<file path="src/rtl/ws2812b_seq_pkg.sv">
// Register map, FSM encoding and sizing shared by the WS2812B frame sequencer.
package ws2812b_seq_pkg;

   localparam int MAX_PIXELS = 16;

   localparam logic [3:0] ADDR_CTRL    = 4'h0;
   localparam logic [3:0] ADDR_LEN     = 4'h1;
   localparam logic [3:0] ADDR_PAL_IDX = 4'h2;
   localparam logic [3:0] ADDR_PAL_G   = 4'h3;
   localparam logic [3:0] ADDR_PAL_R   = 4'h4;
   localparam logic [3:0] ADDR_PAL_B   = 4'h5;
   localparam logic [3:0] ADDR_PIX_IDX = 4'h7;
   localparam logic [3:0] ADDR_PIX0    = 4'h8;
   localparam logic [3:0] ADDR_PIX1    = 4'h9;
   localparam logic [3:0] ADDR_PIX2    = 4'hA;
   localparam logic [3:0] ADDR_PIX3    = 4'hB;

   typedef enum logic [1:0] {
      IDLE  = 2'd0,
      ISSUE = 2'd1,
      WAIT  = 2'd2
   } seq_state_t;

endpackage

</file>
<file path="src/rtl/ws2812b_seq_palette.sv">
// Four-entry GRB palette: byte-lane writes through PAL_IDX, register readback and pixel lookup.
module ws2812b_seq_palette
   import ws2812b_seq_pkg::*;
(
   input  logic        clk,
   input  logic        rst_n,
   input  logic        wr_en,
   input  logic [3:0]  addr,
   input  logic [7:0]  wr_data,
   input  logic [1:0]  sel_idx,
   output logic [7:0]  rd_data,
   input  logic [1:0]  lookup_idx,
   output logic [23:0] lookup_color
);

   logic [3:0][23:0] pal;

   always_ff @(posedge clk) begin
      if (!rst_n) begin
         pal <= '0;
      end else if (wr_en) begin
         case (addr)
            ADDR_PAL_G: pal[sel_idx][23:16] <= wr_data;
            ADDR_PAL_R: pal[sel_idx][15:8]  <= wr_data;
            ADDR_PAL_B: pal[sel_idx][7:0]   <= wr_data;
            default: ;
         endcase
      end
   end

   always_comb begin
      rd_data = 8'h00;
      case (addr)
         ADDR_PAL_G: rd_data = pal[sel_idx][23:16];
         ADDR_PAL_R: rd_data = pal[sel_idx][15:8];
         ADDR_PAL_B: rd_data = pal[sel_idx][7:0];
         default:    rd_data = 8'h00;
      endcase
   end

   assign lookup_color = pal[lookup_idx];

endmodule

</file>
<file path="src/rtl/ws2812b_frame_sequencer.sv">
// Register-programmed frame sequencer feeding palette-indexed GRB pixels to a WS2812B serial core.
module ws2812b_frame_sequencer
   import ws2812b_seq_pkg::*;
#(
   parameter int MAX_PIXELS = ws2812b_seq_pkg::MAX_PIXELS
) (
   input  logic        clk,
   input  logic        rst_n,
   input  logic [3:0]  address,
   input  logic        data_write,
   input  logic [7:0]  data_in,
   output logic [7:0]  data_out,
   output logic [23:0] px_data,
   output logic        px_valid,
   output logic        px_latch,
   input  logic        px_ready
);

   localparam logic [7:0] LEN_LIMIT = 8'(MAX_PIXELS);

   seq_state_t  state, state_nxt;
   logic [3:0]  idx, idx_nxt;
   logic [3:0]  last_idx;
   logic [4:0]  len_reg;
   logic [4:0]  len_wr;
   logic [1:0]  pal_idx;
   logic [31:0] pix_mem;
   logic        repeat_en;
   logic        abort_pend;
   logic        busy;
   logic        ctrl_wr;
   logic        start_frame;
   logic        load_px;
   logic        abort_exit;
   logic [1:0]  pal_code;
   logic [23:0] pal_color;
   logic [7:0]  pal_rd;

   assign busy     = (state != IDLE);
   assign px_valid = (state == ISSUE);
   assign px_latch = px_valid && (idx == last_idx);
   assign ctrl_wr  = data_write && (address == ADDR_CTRL);
   assign len_wr   = (data_in > LEN_LIMIT) ? LEN_LIMIT[4:0] : data_in[4:0];
   // Palette code of the pixel about to enter ISSUE, so px_data is frozen on entry.
   assign pal_code = pix_mem[{idx_nxt, 1'b0} +: 2];

   always_comb begin
      state_nxt   = state;
      idx_nxt     = idx;
      start_frame = 1'b0;
      load_px     = 1'b0;
      abort_exit  = 1'b0;
      case (state)
         IDLE: begin
            if (ctrl_wr && data_in[0] && (len_reg != 5'd0)) begin
               state_nxt   = ISSUE;
               idx_nxt     = 4'd0;
               start_frame = 1'b1;
               load_px     = 1'b1;
            end
         end
         ISSUE: begin
            if (!px_ready) state_nxt = WAIT;
         end
         WAIT: begin
            if (px_ready) begin
               if (abort_pend) begin
                  state_nxt  = IDLE;
                  abort_exit = 1'b1;
               end else if (idx != last_idx) begin
                  state_nxt = ISSUE;
                  idx_nxt   = idx + 4'd1;
                  load_px   = 1'b1;
               end else if (repeat_en) begin
                  state_nxt = ISSUE;
                  idx_nxt   = 4'd0;
                  load_px   = 1'b1;
               end else begin
                  state_nxt = IDLE;
               end
            end
         end
         default: state_nxt = IDLE;
      endcase
   end

   always_ff @(posedge clk) begin
      if (!rst_n) begin
         state      <= IDLE;
         idx        <= 4'd0;
         last_idx   <= 4'd0;
         px_data    <= 24'd0;
         len_reg    <= 5'd0;
         pal_idx    <= 2'd0;
         pix_mem    <= 32'd0;
         repeat_en  <= 1'b0;
         abort_pend <= 1'b0;
      end else begin
         state <= state_nxt;
         idx   <= idx_nxt;
         if (start_frame) last_idx <= 4'(len_reg - 5'd1);
         if (load_px) px_data <= pal_color;
         if (abort_exit) begin
            abort_pend <= 1'b0;
            repeat_en  <= 1'b0;
         end
         if (data_write) begin
            case (address)
               ADDR_CTRL: begin
                  repeat_en <= data_in[1];
                  if (data_in[2] && busy) abort_pend <= 1'b1;
               end
               ADDR_LEN:     len_reg <= len_wr;
               ADDR_PAL_IDX: pal_idx <= data_in[1:0];
               ADDR_PIX0, ADDR_PIX1, ADDR_PIX2, ADDR_PIX3:
                  pix_mem[{address[1:0], 3'b000} +: 8] <= data_in;
               default: ;
            endcase
         end
      end
   end

   always_comb begin
      data_out = 8'h00;
      case (address)
         ADDR_CTRL:    data_out = {5'b0, repeat_en, abort_pend, busy};
         ADDR_LEN:     data_out = {3'b0, len_reg};
         ADDR_PAL_IDX: data_out = {6'b0, pal_idx};
         ADDR_PAL_G, ADDR_PAL_R, ADDR_PAL_B:
                       data_out = pal_rd;
         ADDR_PIX_IDX: data_out = {4'b0, idx};
         ADDR_PIX0, ADDR_PIX1, ADDR_PIX2, ADDR_PIX3:
                       data_out = pix_mem[{address[1:0], 3'b000} +: 8];
         default:      data_out = 8'h00;
      endcase
   end

   ws2812b_seq_palette u_palette (
      .clk          (clk),
      .rst_n        (rst_n),
      .wr_en        (data_write),
      .addr         (address),
      .wr_data      (data_in),
      .sel_idx      (pal_idx),
      .rd_data      (pal_rd),
      .lookup_idx   (pal_code),
      .lookup_color (pal_color)
   );

endmodule

</file>
<file path="config.mk">
export PLATFORM = sky130hd
export DESIGN_NAME = ws2812b_frame_sequencer
export DESIGN_NICKNAME = d
export VERILOG_FILES = /design/src/rtl/ws2812b_seq_pkg.sv /design/src/rtl/ws2812b_seq_palette.sv /design/src/rtl/ws2812b_frame_sequencer.sv
export SDC_FILE = /design/constraint.sdc
export NUM_CORES = 1
export LEC_CHECK = 0
export BUFFER_PORTS_ARGS = -buffer_cell sky130_fd_sc_hd__clkbuf_2
export CAP_MARGIN = 20
export CORE_MARGIN = 2
export CORE_UTILIZATION = 51
export DETAILED_ROUTE_END_ITERATION = 10
export GPL_TIMING_DRIVEN = 0
export PLACE_DENSITY = 0.73
export SLEW_MARGIN = 5
export SYNTH_ARGS = -nofsm -noshare
export SYNTH_HDL_FRONTEND = slang
export SYNTH_SLANG_ARGS = --single-unit
</file>
<file path="constraint.sdc">
create_clock -name clk -period 4.2 [get_ports clk]
set_input_delay 0.42 -clock clk [delete_from_list [all_inputs] [get_ports clk]]
set_output_delay 0.42 -clock clk [all_outputs]
set_load 0.02 [all_outputs]
</file>
==> results of run 1 <==
[layer usage]
metal  vias up  track usage, %
met5         -               0
met4         0           11.77
met3        79           7.893
met2       418           46.20
met1      3772           41.82
li1       3447               -
[metrics by stage]
step / setup slack (ns) / std cells
after floorplan: 0.2228 / 892
after global placement: -0.8713 / 1154
after detailed placement: -0.9428 / 1155
after CTS: 0.09264 / 1184
after global routing: 0.002031 / 1184
final: 0.1087 / 1184
[cells by family (layout without fill, tap and decap cells)]
group | after synthesis | count (layout) | share of synthesized area (%)
fa+ha+maj | 9 | 9 | 1.330
simple gates | 260 | 260 | 13.62
xor+xnor | 6 | 6 | 0.6207
flops | 171 | 171 | 40.43
compound gates | 227 | 227 | 19.15
mux | 129 | 129 | 19.99
buf+inv | 90 | 162 | 4.847
[cells in the final DEF, fill, tap and decap left out, drive strengths merged, types with 3 or more instances in the layout]
cell type / synthesis / layout
dfxtp: 171 / 171
nor2: 134 / 134
clkbuf: 53 / 113
mux2i: 96 / 96
a22oi: 75 / 75
nand2: 46 / 46
a21oi: 41 / 41
nand3: 39 / 39
mux4: 32 / 32
o22ai: 25 / 25
a21o: 24 / 24
buf: 21 / 19
inv: 15 / 18
a211oi: 12 / 12
a2111oi: 10 / 10
ha: 9 / 9
a31oi: 7 / 7
and3: 7 / 7
o21ai: 6 / 6
xnor2: 6 / 6
a32o: 5 / 5
nor3: 5 / 5
nand2b: 4 / 4
or3: 4 / 4
clkinvlp: 0 / 4
clkinv: 0 / 4
and2: 3 / 3
nor3b: 3 / 3
a32oi: 3 / 3
a221o: 3 / 3
a211o: 3 / 3
[where the power goes]
| group | leakage (uW) | internal [uW] | total (uW) | switching [uW] |
|---|---|---|---|---|
| Clock | 0.000269 | 877 | 1580 | 701 |
| Combinational | 0.00216 | 38.7 | 170 | 131 |
| Sequential | 0.00138 | 1630 | 1630 | 3.87 |
[worst min-delay path by stage]
stage                      from          end  slack (ns)  cells past startpoint
floorplan           pix_mem[24]  pix_mem[24]        0.44                      2
global placement     px_data[2]   px_data[2]        0.43                      1
detailed placement   px_data[4]   px_data[4]        0.44                      1
CTS                    px_ready     state[1]        0.22                      2
global route           px_ready     state[1]        0.23                      2
finish                 px_ready     state[1]        0.23                      2
[area by class of cell]
type,count,area [sq um],area share (%)
multi-input combinational,631,4657,48.67
sequential,171,3423,35.78
clock buffer,18,429.2,4.485
buffer,73,355.3,3.714
tap,220,275.3,2.877
timing repair buffer,43,227.7,2.380
clock inverter,13,143.9,1.504
inverter,15,56.30,0.5885
[repair_timing]
action	in CTS	in global routing
endpoints found under the setup margin	24	22
endpoints found under the hold margin	0	0
resized for setup	2	6
pin swaps	1	1
cloned	0	0
hold buffers	0	0
==> reports/metrics.csv, run 1 <==
metric,value,unit
setup TNS,0,ns
layout cells sized above 1,13.28,%
Max VDD drop,322.3,uV
Worst setup SP type,flop,
max reg flops,96,
initial antenna violation count,0,
P_leak,0.003804,uW
design area,0.009568,sq mm
# DRC,0,
vias in the first global route,7099,
Die Y,132.8,microns
crit end category,flop,
clock transition at the registers of the reported paths,0.07,ns
Period minus WS final,4.091,ns
Critical Path AT,4.43,ns
max_cap viols,0,
Critical R2R Launch,len_reg[0],
Clock H-tree levels,4,
CTS max path bufs,2,
antenna-violating nets left,0,
fin util,58.32,%
commonest cells in the netlist,"dfxtp_1, nor2_1, mux2i_1",
metal2 WL,11940,microns
die footprint,0.01765,sq mm
Reg with most FFs,u_palette.pal,
FILL cells,1403,
CP Cell Sequence,inv_1 > ha_1 > or4b_1 > a41oi_4 > nor2_1 > a211o_1 > buf_6 > buf_6 > a211oi_1 > a211oi_1 > a211o_1 > nand3_1 > buf_2 > o22ai_1 > a21o_1,
crit-path max cell delay,0.50,ns
WP buf/inv,4,
Post-DP HPWL,18750,microns
Mapped Avg Cell Area,9.492,sq um
Starting Density,51.61,%
Port Buffers,42,
Cell Pwr Density,352.9,mW/mm^2
drt wl/cell,22.71,microns
CTS root buffer,clkbuf_16,
layout net count,977,
global route overflow,0,
met1 WL,11170,microns
Hold Path Class,in2reg,
postcts setup bufs,0,
Total GRT Usage,30.48,%
row count,47,
Layout area overhead,13.00,%
post-synth top area share,40.43,%
clk_lat worst skew,0.44,ns
Synth area leader,dfxtp_1,
via count,7716,
"Worst Path Class, Setup",reg2reg,
n_diodes,0,
crit path from,len_reg[0],
most frequent cell after synthesis,dfxtp_1,
ys flop type,dfxtp_1,
ys async rst share,0,%
CTS tree,built,
Max Slew Vio Count,0,
Critical Path RT,4.54,ns
"EDFF count, synth",0,
worst setup path endpoint,px_data[10],
CP max stage cell,or4b_1,
synthesized area,0.008467,sq mm
critical path's top delay family,compound AO/OA/AOI/OAI gates,
Routed WL,26890,microns
die extent in x,132.8,microns
outcome,"finished, final reports clean",
Synth cell types,61,
post-synthesis cell count,892,
Num CTS Buffers,17,
crit path max fanout,10,
final hold vios,0,
fin crit share,97.41,%
FF-to-FF setup slack,0.11,ns
drt first pass iters,6,
top sig layer,met4,
Boundary Pins,50,
vias per cell,6.517,
Clock Sinks,171,
Yosys reg bits,171,
placer congestion estimate,0.9395,
WP depth,15,
Syn Nets,917,
sequential area share after synthesis,40.43,%
overall power,3376,uW
clk_skew,0.008687,ns
Worst R2R Path Depth,15,
Worst Hold Slack,0.2294,ns
FF-to-FF End,px_data[10],
relative slew slack,28.04,%
RSZ-0062 raised after global routing,false,
first-pass GRT wire length,41400,microns
Routed met3 length,2838,microns
Top Registers,"u_palette.pal: 96 flops, pix_mem: 32 flops, px_data: 24 flops",
setup violation total in the final timing report,0,
worst-margin pin slew,1.075,ns
YS warnings,0,
"Cell Area, Placed",0.008967,sq mm
Detailed Route Iter0 Violations,941,
largest net degree at the start of global routing,17,
Max Freq,0.2444,GHz
main area contributors after synthesis,"dfxtp_1, mux2i_1, mux4_2",
core area,0.01641,sq mm
No activity file was read; power rests on OpenSTA's default activity.
==> run 2: changes to the inputs <==
Settings changed: PLACE_DENSITY 0.73 to 0.71.
Clock period 4.2 ns to 3.85 ns, I/O delays scaled along.
==> run 2 against run 1 <==
  * Worst setup slack got worse by 0.096 ns
  * Core utilization grew 3.7 points
  * Register-to-register slack worse by 0.096 ns
  * Power up 12%
  * Critical path type unchanged
  * Hold slack worse by 0.048 ns
  * Wire length up 3.5%
  * Sequential power grew 9%
  * Global-route usage rose by 0.18 points
  * Design area increased by 6.3%
  * Highest routed layer unchanged
  * Non-clock buffer count increased by 21
  * Die area stayed put
  * Sequential share of layout area is 2.1 points lower
==> reports/metrics.csv, run 2 (synthesis gave the netlist of run 1 again) <==
metric,value,unit,change
Post-DP HPWL,18540,microns,-1.1%
Period minus WS final,3.837,ns,-0.2540 ns
Clock Sinks,171,,unchanged
RSZ-0062 raised after global routing,true,,
max_cap viols,0,,unchanged
fin crit share,99.67,%,+2.3 points
relative slew slack,22.61,%,-5.4 points
crit end category,flop,,
initial antenna violation count,0,,unchanged
Routed WL,27850,microns,+3.5%
vias in the first global route,7015,,-1.2%
core area,0.01641,sq mm,unchanged
P_leak,0.003940,uW,+3.6%
FF-to-FF End,px_data[10],,
Total GRT Usage,30.67,%,+0.18 points
Worst setup SP type,flop,,
antenna-violating nets left,0,,unchanged
"Worst Path Class, Setup",reg2reg,,
drt first pass iters,8,,+2
CTS root buffer,clkbuf_16,,
Die Y,132.8,microns,unchanged
Comb power frac,5.0,%,about the same
max reg flops,96,,unchanged
Max Freq,0.2606,GHz,+6.6%
Critical R2R Launch,len_reg[0],,
vias per cell,6.472,,-0.69%
Critical Path RT,4.18,ns,-0.36 ns
Worst Hold Slack,0.1811,ns,-0.04822 ns
Boundary Pins,50,,unchanged
outcome,"finished, final reports clean",,
row count,47,,unchanged
n_diodes,0,,unchanged
Reg with most FFs,u_palette.pal,,
Critical Path AT,4.17,ns,-0.26 ns
Starting Density,51.61,%,unchanged
first-pass GRT wire length,41260,microns,-0.33%
Max Slew Vio Count,0,,unchanged
worst setup path endpoint,px_data[10],,
die extent in x,132.8,microns,unchanged
die footprint,0.01765,sq mm,unchanged
area occupied by multi-input gates,0.004961,sq mm,+6.5%
drt wl/cell,23.09,microns,+1.7%
FF+latch area,0.003428,sq mm,+0.15%
# DRC,0,,unchanged
largest net degree at the start of global routing,17,,unchanged
crit path from,len_reg[0],,
fin util,61.97,%,+3.7 points
FF-to-FF setup slack,0.01,ns,-0.10 ns
setup violation total in the final timing report,0,,unchanged
sw frac,24.14,%,-0.62 points
Clk pwr share,48.1,%,+1.4 points
FILL cells,1372,,-2.2%
Top Registers,"u_palette.pal: 96 flops, pix_mem: 32 flops, px_data: 24 flops",,
layout cells sized above 1,18.97,%,+5.7 points
Cell Pwr Density,373.1,mW/mm^2,+5.7%
clk_skew,0.008372,ns,-0.0003156 ns
worst setup margin,0.01272,ns,-0.09601 ns
Detailed Route Iter0 Violations,936,,-0.53%
layout net count,998,,+2.1%
CTS max path bufs,2,,unchanged
sequential share of power,46.8,%,-1.5 points
Max VDD drop,323.6,uV,+0.41%
Port Buffers,42,,unchanged
Layout area overhead,20.08,%,
clock transition at the registers of the reported paths,0.07,ns,about the same
via count,7805,,+1.2%
"commonest cells after routing, fill and taps aside","dfxtp_1, nor2_1, mux2i_1",,
Clock H-tree levels,4,,unchanged
clk_lat worst skew,0.44,ns,about the same
Hold Path Class,in2reg,,
CTS tree,built,,
Worst R2R Path Depth,16,,+1
placer congestion estimate,0.9291,,-1.1%
"commonest non-fill, non-tap cell in the layout",dfxtp_1,,
worst-margin pin slew,1.158,ns,+0.08297 ns
final hold vios,0,,unchanged
Setup WS pre-CTS,-0.9717,ns,-0.02888 ns
Int Power,2878,uW,+13%
Psw,915.6,uW,+9.5%
global route overflow,0,,unchanged
Num CTS Buffers,17,,unchanged
crit path max fanout,8,,-2
## run 2: cell count changes in the layout (fill, tap and decap cells not counted), sizes merged
| cell | previous run | this run |
|---|---|---|
| bufbuf | 1 | 0 |
| clkinv | 4 | 3 |
| clkbuf | 113 | 118 |
| bufinv | 2 | 3 |
| clkdlybuf4s15 | 1 | 0 |
| buf | 19 | 38 |
## run 2: metal layers
metal | vias to the layer above | track usage [%] | part of all wire, %
met3 | 83 | 8.506 | 11
met5 | - | 0 | 0
li1 | 3486 | - | -
met2 | 507 | 45.31 | 44
met1 | 3729 | 42.48 | 41
met4 | 0 | 12.49 | 3.7
## run 2: how the worst min path moves through the flow
stage,start,end,slack (ns),cells after the start
detailed placement,px_data[12],px_data[12],0.44,1
finish,px_ready,state[1],0.18,2
floorplan,pix_mem[24],pix_mem[24],0.44,2
CTS,px_ready,state[1],0.17,2
global placement,px_data[3],px_data[3],0.43,1
global route,px_ready,state[1],0.20,2
## run 2: critical path, cell delays in order (launching register included)
cell	delay, ns
dfxtp_4	0.36
inv_2	0.06
ha_1	0.13
or4b_4	0.47
a41oi_4	0.37
nor2_4	0.09
a211o_1	0.30
buf_8	0.16
mux2i_1	0.19
a2111oi_2	0.56
nor4_4	0.05
buf_6	0.16
buf_12	0.15
buf_12	0.14
mux2i_2	0.20
o22ai_2	0.14
a21o_1	0.17
## run 2: through the flow
stage,power [uW],instance area (sq um),cells,setup TNS (ns)
detailed placement,1996,8954,1154,-21.96
global route,3872,10170,1206,-1.759
global placement,1995,8954,1154,-20.53
finish,3794,10170,1206,0
CTS,3773,9672,1187,0
floorplan,1926,8468,892,0
## run 2: power by group through the flow
stage               Sequential, uW  Clock, uW  Combinational (uW)
floorplan                     1820          0                 109
global placement              1820          0                 178
detailed placement            1820          0                 178
CTS                           1780       1810                 181
global route                  1780       1890                 201
finish                        1780       1830                 191
## run 2: area by class of cell
| class | count | area share, % |
|---|---|---|
| repair buffers | 63 | 4.209 |
| well taps | 220 | 2.707 |
| inverters | 15 | 0.5538 |
| plain buffers | 74 | 3.938 |
| clock buffers | 19 | 4.455 |
| clock inverters | 13 | 1.624 |
| flip-flops and latches | 171 | 33.72 |
| multi-input cells | 631 | 48.79 |
## run 2: timing repair
| item | 4_1_cts | 5_1_grt |
|---|---|---|
| buffers inserted | 2 | 15 |
| pin swaps | 2 | 10 |
| hold buffers | 0 | 0 |
| gates cloned | 0 | 3 |
| endpoints found under the setup margin | 24 | 29 |
| resized for setup | 21 | 63 |
